--- src/rtl/mips_irq_ctl.sv ---
// Memory-mapped interrupt controller for the mips789 device bus: NCH synchronised sources,
// a fixed-priority grant held until acknowledged. Define IRQ_LEVEL_EN for per-channel level mode.
`ifndef DMEM_SW
`define DMEM_SW 4'd5
`endif
`ifndef DMEM_LW
`define DMEM_LW 4'd6
`endif

module mips_irq_ctl #(
    parameter int unsigned NCH       = 4,
    parameter logic [31:0] BASE_ADDR = 32'h0000_0100
) (
    input  logic            clk,
    input  logic            rst,
    input  logic [31:0]     addr,
    input  logic [31:0]     din,
    input  logic [3:0]      mem_ctl,
    output logic [31:0]     dout,
    input  logic [NCH-1:0]  irq_src,
    input  logic            irq_ack_i,
    output logic            irq_req_o,
    output logic [31:0]     irq_addr_o,
    output logic [3:0]      irq_id_o
);

    typedef enum logic [0:0] {StIdle, StReq} state_t;
    state_t state_q;

    logic [NCH-1:0] s1_q, s2_q, s3_q;
    logic [NCH-1:0] pending_q, pending_d, enable_q;
    logic           ctrl_q;
    logic [31:0]    vector_q [NCH];
`ifdef IRQ_LEVEL_EN
    logic [NCH-1:0] mode_q;
`endif

    logic [31:0]    off;
    logic           in_win, wr, rd;
    logic           wr_ctrl, wr_enable, wr_pending;
`ifdef IRQ_LEVEL_EN
    logic           wr_mode;
`endif
    logic [NCH-1:0] wr_vec;
    logic [31:0]    rdata;

    logic [NCH-1:0] set_mask, w1c_mask, ack_mask, gsel, req_vec;
    logic           grant_any;
    logic [3:0]     grant_id;
    logic [31:0]    grant_vec;
    logic           withdraw;

    // Window is 128 bytes: control block at 0x00..0x10, vectors at 0x40..0x7C.
    assign off    = addr - BASE_ADDR;
    assign in_win = (off[31:7] == 25'd0) && (off[1:0] == 2'd0);
    assign wr     = in_win && (mem_ctl == `DMEM_SW);
    assign rd     = in_win && (mem_ctl == `DMEM_LW);

    assign wr_ctrl    = wr && !off[6] && (off[5:2] == 4'd0);
    assign wr_enable  = wr && !off[6] && (off[5:2] == 4'd1);
    assign wr_pending = wr && !off[6] && (off[5:2] == 4'd2);
`ifdef IRQ_LEVEL_EN
    assign wr_mode    = wr && !off[6] && (off[5:2] == 4'd3);
`endif

    always_comb begin
        wr_vec = '0;
        for (int i = 0; i < NCH; i++) begin
            wr_vec[i] = wr && off[6] && (off[5:2] == 4'(i));
        end
    end

    always_comb begin
        rdata = '0;
        if (off[6]) begin
            for (int i = 0; i < NCH; i++) begin
                if (off[5:2] == 4'(i)) rdata = vector_q[i];
            end
        end else begin
            case (off[5:2])
                4'd0:    rdata = {31'd0, ctrl_q};
                4'd1:    rdata = 32'(enable_q);
                4'd2:    rdata = 32'(pending_q);
`ifdef IRQ_LEVEL_EN
                4'd3:    rdata = 32'(mode_q);
`endif
                4'd4:    rdata = {state_q == StReq, 27'd0, irq_id_o};
                default: rdata = '0;
            endcase
        end
    end

    // One-hot of the currently presented channel.
    always_comb begin
        gsel = '0;
        for (int i = 0; i < NCH; i++) begin
            gsel[i] = (irq_id_o == 4'(i));
        end
    end

    always_comb begin
        set_mask = s2_q & ~s3_q;
`ifdef IRQ_LEVEL_EN
        set_mask = set_mask | (s2_q & mode_q);
`endif
        w1c_mask  = wr_pending ? din[NCH-1:0] : '0;
        ack_mask  = (state_q == StReq && irq_ack_i) ? gsel : '0;
        // Set wins over both clear sources.
        pending_d = (pending_q & ~w1c_mask & ~ack_mask) | set_mask;
    end

    // Descending scan so the lowest pending index is the one left standing.
    always_comb begin
        req_vec   = pending_q & enable_q;
        grant_any = |req_vec;
        grant_id  = '0;
        grant_vec = '0;
        for (int i = NCH - 1; i >= 0; i--) begin
            if (req_vec[i]) begin
                grant_id  = 4'(i);
                grant_vec = vector_q[i];
            end
        end
    end

    assign withdraw = !ctrl_q || !(|(enable_q & gsel)) || !(|(pending_q & gsel));

    always_ff @(posedge clk) begin
        if (!rst) begin
            s1_q      <= '0;
            s2_q      <= '0;
            s3_q      <= '0;
            pending_q <= '0;
            enable_q  <= '0;
            ctrl_q    <= 1'b0;
            dout      <= '0;
`ifdef IRQ_LEVEL_EN
            mode_q    <= '0;
`endif
            for (int i = 0; i < NCH; i++) begin
                vector_q[i] <= '0;
            end
        end else begin
            s1_q      <= irq_src;
            s2_q      <= s1_q;
            s3_q      <= s2_q;
            pending_q <= pending_d;
            if (wr_ctrl)   ctrl_q   <= din[0];
            if (wr_enable) enable_q <= din[NCH-1:0];
`ifdef IRQ_LEVEL_EN
            if (wr_mode)   mode_q   <= din[NCH-1:0];
`endif
            for (int i = 0; i < NCH; i++) begin
                if (wr_vec[i]) vector_q[i] <= din;
            end
            dout <= rd ? rdata : '0;
        end
    end

    always_ff @(posedge clk) begin
        if (!rst) begin
            state_q    <= StIdle;
            irq_req_o  <= 1'b0;
            irq_addr_o <= '0;
            irq_id_o   <= '0;
        end else begin
            unique case (state_q)
                StIdle: begin
                    if (ctrl_q && grant_any) begin
                        irq_id_o   <= grant_id;
                        irq_addr_o <= grant_vec;
                        irq_req_o  <= 1'b1;
                        state_q    <= StReq;
                    end
                end
                StReq: begin
                    if (irq_ack_i || withdraw) begin
                        irq_req_o <= 1'b0;
                        state_q   <= StIdle;
                    end
                end
                default: begin
                    irq_req_o <= 1'b0;
                    state_q   <= StIdle;
                end
            endcase
        end
    end

endmodule

--- config.mk ---
export PLATFORM = sky130hd
export DESIGN_NAME = mips_irq_ctl
export DESIGN_NICKNAME = d
export VERILOG_FILES = /design/src/rtl/mips_irq_ctl.sv
export SDC_FILE = /design/constraint.sdc
export NUM_CORES = 1
export LEC_CHECK = 0
export BUFFER_PORTS_ARGS = -buffer_cell sky130_fd_sc_hd__buf_2
export CORE_ASPECT_RATIO = 1.75
export CORE_MARGIN = 5
export CORE_UTILIZATION = 35
export CTS_BUF_LIST = sky130_fd_sc_hd__clkbuf_8 sky130_fd_sc_hd__clkbuf_16
export DETAILED_ROUTE_END_ITERATION = 12
export GPL_TIMING_DRIVEN = 0
export HOLD_SLACK_MARGIN = 0.05
export MAX_ROUTING_LAYER = met4
export PLACE_DENSITY = 0.53
export SLEW_MARGIN = 20
export SYNTH_ARGS = -nofsm -noshare
export SYNTH_HDL_FRONTEND = slang
export SYNTH_SLANG_ARGS = --single-unit
--- constraint.sdc ---
create_clock -name clk -period 6.5 [get_ports clk]
set_input_delay 0 -clock clk [delete_from_list [all_inputs] [get_ports clk]]
set_output_delay 0 -clock clk [all_outputs]
set_load 0.05 [all_outputs]
==> flow_results.org <==
** Timing
- The hold violation total from the final report was 0.
- The clock arrives with ~0.023 ns of skew.
- The final max-slew violation count came to 0.
- RSZ-0062 raised after global routing :: no
- The clock period could shrink to 3.241 ns.
- At the pin with the least slew margin, the transition time is about 1.0 ns.
- Final setup violation count :: 0
- Portion of the clock cycle consumed by the worst path in the final layout :: about half
- Max-Slew Margin vs Limit :: between 30% and 40%
- Highest Clock Rate :: roughly 310 MHz
- In the post-route analysis, the smallest setup slack over all paths is 3.259 ns.

** Route
- Number of violations reported at the end of detailed-routing iteration 0 :: between 600 and 700
- In the routed design, unresolved DRC markers number 0.
- Detailed routing inserted a total of approximately 8000 vias.
- Dividing the detail-routed via count by the number of cells gives 5.459.
- The pre-antenna-repair detailed-routing pass consisted of 5 iterations.
- Post-detailed-route wirelength per cell :: 21.69 µm
- For this block, the routed nets add up to between 30000 and 40000 µm of wire.
- The count of nets left with antenna violations once routing finished came out at 0.

** Worst hold path
- HP Class :: in2reg
- The worst hold path passes through 5 cells.

** Power
- Total power for the finished layout comes to a little over 3 mW.
- Worst-case vdd ir drop :: 0.1627 mV
- The analysis attributes to cell leakage a power of 4.267 nW.
- Dividing total power by cell area gives a power density of ~250 nW/µm².

** Place
- Placer Congestion :: approximately 0.87
- Buffers added on ports :: 138
- Prior to clock tree synthesis, the placed netlist has a worst setup slack of around 2.7 ns.
- HPWL after detailed placement :: between 20000 and 25000 µm

** Worst setup path
- The worst setup path is captured at a register.
- Data on the critical path is required at its endpoint by 6.75 ns.
- Largest fanout on the critical path :: 12
- Count of cells along the worst register-to-register path :: 8
- The worst setup path is launched from an input pin.
- Data arrival time at the worst-slack endpoint :: roughly 3.5 ns
- The setup path with the least slack is of type in2reg.

** Floorplan
- Full die area :: just over 30000 µm²
- Top-Level Pins :: 144
- Once the floorplan was initialized, standard cells occupied a little over a third of the core.
- The floorplan has roughly 80 rows.
- The die is 227.8 µm tall.
- The core region is 26690 µm².
- The die is between 100 and 150 µm wide.

** Clock tree
- Maximum clock path buffer count :: 3
- After clock tree synthesis, the setup repair step added 0 buffers.
- In this run, CTS created clock tree buffers numbering 23.
- Clock insertion delay at the later pin of the skew report :: about 0.54 ns
- Clock Pin Slew Worst Setup and Hold Paths :: about 0.06 ns
- The clock drives ~220 sinks.
- Buffers inserted to repair hold after CTS numbered 44.
- Number of gates resized after CTS :: 0
- The tree is rooted in a sky130_fd_sc_hd__clkbuf_16.
- TritonCTS clock tree :: built
- In this run the number of H-tree levels came out at 1.

** Synth
- After synthesis the cells add up to ~9500 µm².
- Async set or reset register ratio after synthesis :: 0%
- Counting flops with a built-in enable in the synthesized netlist gives ~130.
- Post-synthesis cell type count :: 54
- For this run, the number of Yosys warnings is 0.
- Synthesized instance count :: 916
- Average footprint of a synthesized cell :: 10.36 µm²
- Of the synthesized area, sequential elements account for between 50% and 60%.
- Among all flip-flop cells after synthesis, the most frequent one is sky130_fd_sc_hd__edfxtp_1.
- After synthesis the netlist holds a flip-flop and latch count of roughly 220.

** Cells and area
- Fraction of final layout cells sized beyond drive strength 1 :: 18.92%
- The final layout contains roughly 1200 nets.
- The top cell types in the final layout, fill and taps aside, are sky130_fd_sc_hd__nor2_1, sky130_fd_sc_hd__buf_2, sky130_fd_sc_hd__edfxtp_1, sky130_fd_sc_hd__dfxtp_1, sky130_fd_sc_hd__nand2_1.
- The library cell used most frequently in the layout, excluding fill and tap cells, is sky130_fd_sc_hd__nor2_1.
- Area overhead of the layout relative to synthesis :: 26.40%

** Global route
- The initial antenna violation count came to 1.
- In the global route stage, overall resource usage came out at roughly a fifth.
- Total overflow reported by the global router :: 0
- First-pass GRT wire length :: around 48000 µm
- Vias in the first global route :: about 8400
- Entering global routing, the biggest net connects 18 pins.

** Status
- Run status :: completed

** Flow run
- Number of violations of the max-capacitance limit :: 0
[per-layer routing]
layer	part of all wire, %	GRT usage, %
met5	0	-
met4	3.0	7.548
met3	5.8	2.137
met2	53	37.75
met1	38	23.53
[sequential cells by signal (all words and copies together), names as in the netlist]
name        count
vector_q      128
dout           32
irq_addr_o     32
enable_q        4
pending_q       4
s1_q            4
s2_q            4
s3_q            4
irq_id_o        2
ctrl_q          1
irq_req_o       1
state_q         1
[path summary, 6_finish.rpt]
check,start,end,slack (ns)
hold / removal,addr[3],dout[3],0.11
setup reg to reg,pending_q[1],irq_id_o[0],3.85
hold reg to reg,s3_q[2],pending_q[2],0.42
setup / recovery,addr[12],vector_q[3][7],3.26
[worst max-delay path, cell delays in order]
cell and delay [ns]:
sky130_fd_sc_hd__buf_2 0.10, sky130_fd_sc_hd__nor4_1 0.47, sky130_fd_sc_hd__nand4_1 0.30, sky130_fd_sc_hd__o31ai_1 0.28, sky130_fd_sc_hd__o21ai_0 0.39, sky130_fd_sc_hd__nor4b_4 0.56, sky130_fd_sc_hd__nand2_1 0.37, sky130_fd_sc_hd__o21ai_4 0.62
sky130_fd_sc_hd__buf_16 0.23, sky130_fd_sc_hd__buf_16 0.16
[cells by family after synthesis]
group	count (synthesis)	synth area share (%)
xor gates and xnor gates	1	0.09233
and+or+nand+nor	384	19.15
other	1	0.03952
muxes	38	4.405
AOI/OAI and AO/OA	189	13.20
buffers and inverters	84	3.587
adders and majority gates	2	0.2374
DFF	217	59.29
[power breakdown]
part,internal [mW],total (mW),switching (mW)
sequential,1.50,1.52,0.0236
combinational,0.0844,0.200,0.116
clock,0.768,1.33,0.558
total,2.35,3.05,0.697
[cell usage after synthesis, types with 2 or more instances]
| cell | count | share of area, % |
|---|---|---|
| sky130_fd_sc_hd__a21oi_1 | 38 | 2.0 |
| sky130_fd_sc_hd__a221oi_1 | 32 | 3.0 |
| sky130_fd_sc_hd__a22oi_1 | 23 | 1.8 |
| sky130_fd_sc_hd__and2_1 | 12 | 0.79 |
| sky130_fd_sc_hd__and3_1 | 2 | 0.13 |
| sky130_fd_sc_hd__and4_1 | 3 | 0.28 |
| sky130_fd_sc_hd__buf_1 | 7 | 0.28 |
| sky130_fd_sc_hd__buf_2 | 11 | 0.58 |
| sky130_fd_sc_hd__buf_4 | 3 | 0.24 |
| sky130_fd_sc_hd__clkbuf_1 | 49 | 1.9 |
| sky130_fd_sc_hd__dfxtp_1 | 89 | 19 |
| sky130_fd_sc_hd__edfxtp_1 | 128 | 41 |
| sky130_fd_sc_hd__inv_1 | 14 | 0.55 |
| sky130_fd_sc_hd__mux2_2 | 10 | 1.2 |
| sky130_fd_sc_hd__mux2i_1 | 26 | 2.7 |
| sky130_fd_sc_hd__mux4_2 | 2 | 0.47 |
| sky130_fd_sc_hd__nand2_1 | 75 | 3.0 |
| sky130_fd_sc_hd__nand2b_1 | 3 | 0.20 |
| sky130_fd_sc_hd__nand3_1 | 6 | 0.32 |
| sky130_fd_sc_hd__nand4_1 | 7 | 0.46 |
| sky130_fd_sc_hd__nor2_1 | 170 | 6.7 |
| sky130_fd_sc_hd__nor2b_1 | 39 | 2.6 |
| sky130_fd_sc_hd__nor3_1 | 40 | 2.1 |
| sky130_fd_sc_hd__nor3b_1 | 2 | 0.16 |
| sky130_fd_sc_hd__nor4_1 | 16 | 1.1 |
| sky130_fd_sc_hd__o211ai_1 | 2 | 0.16 |
| sky130_fd_sc_hd__o21ai_0 | 31 | 1.6 |
| sky130_fd_sc_hd__o22a_1 | 2 | 0.18 |
| sky130_fd_sc_hd__o22ai_1 | 46 | 3.0 |
| sky130_fd_sc_hd__o311ai_0 | 2 | 0.18 |
| sky130_fd_sc_hd__o31ai_1 | 3 | 0.24 |
[final cells by class]
type                            count  area, µm²
Fill cell                        2653      14700
Sequential cell                   217       5625
Multi-Input combinational cell    616       3562
Timing Repair Buffer              188       1296
Clock buffer                       29      669.4
Tap cell                          324      405.4
Buffer                             70      287.8
Clock inverter                     13      91.34
Inverter                           14      52.55
Antenna cell                        1      2.502
[metrics by stage]
step / hold WS [ns] / TNS, ns / cell area (µm²) / instances / util (%)
floorplan: 0.1273 / 0 / 9492 / 917 / -
global placement: 0.2076 / -105.06 / 10590 / 1379 / 39.67
detailed placement: 0.2101 / 0 / 10790 / 1385 / 40.43
CTS: 0.08596 / 0 / 11990 / 1471 / 44.93
global route: 0.1449 / 0 / 11990 / 1472 / 44.94
finish: 0.1074 / 0 / 11990 / 1472 / 44.94
Power figures use the tool's default switching activity.
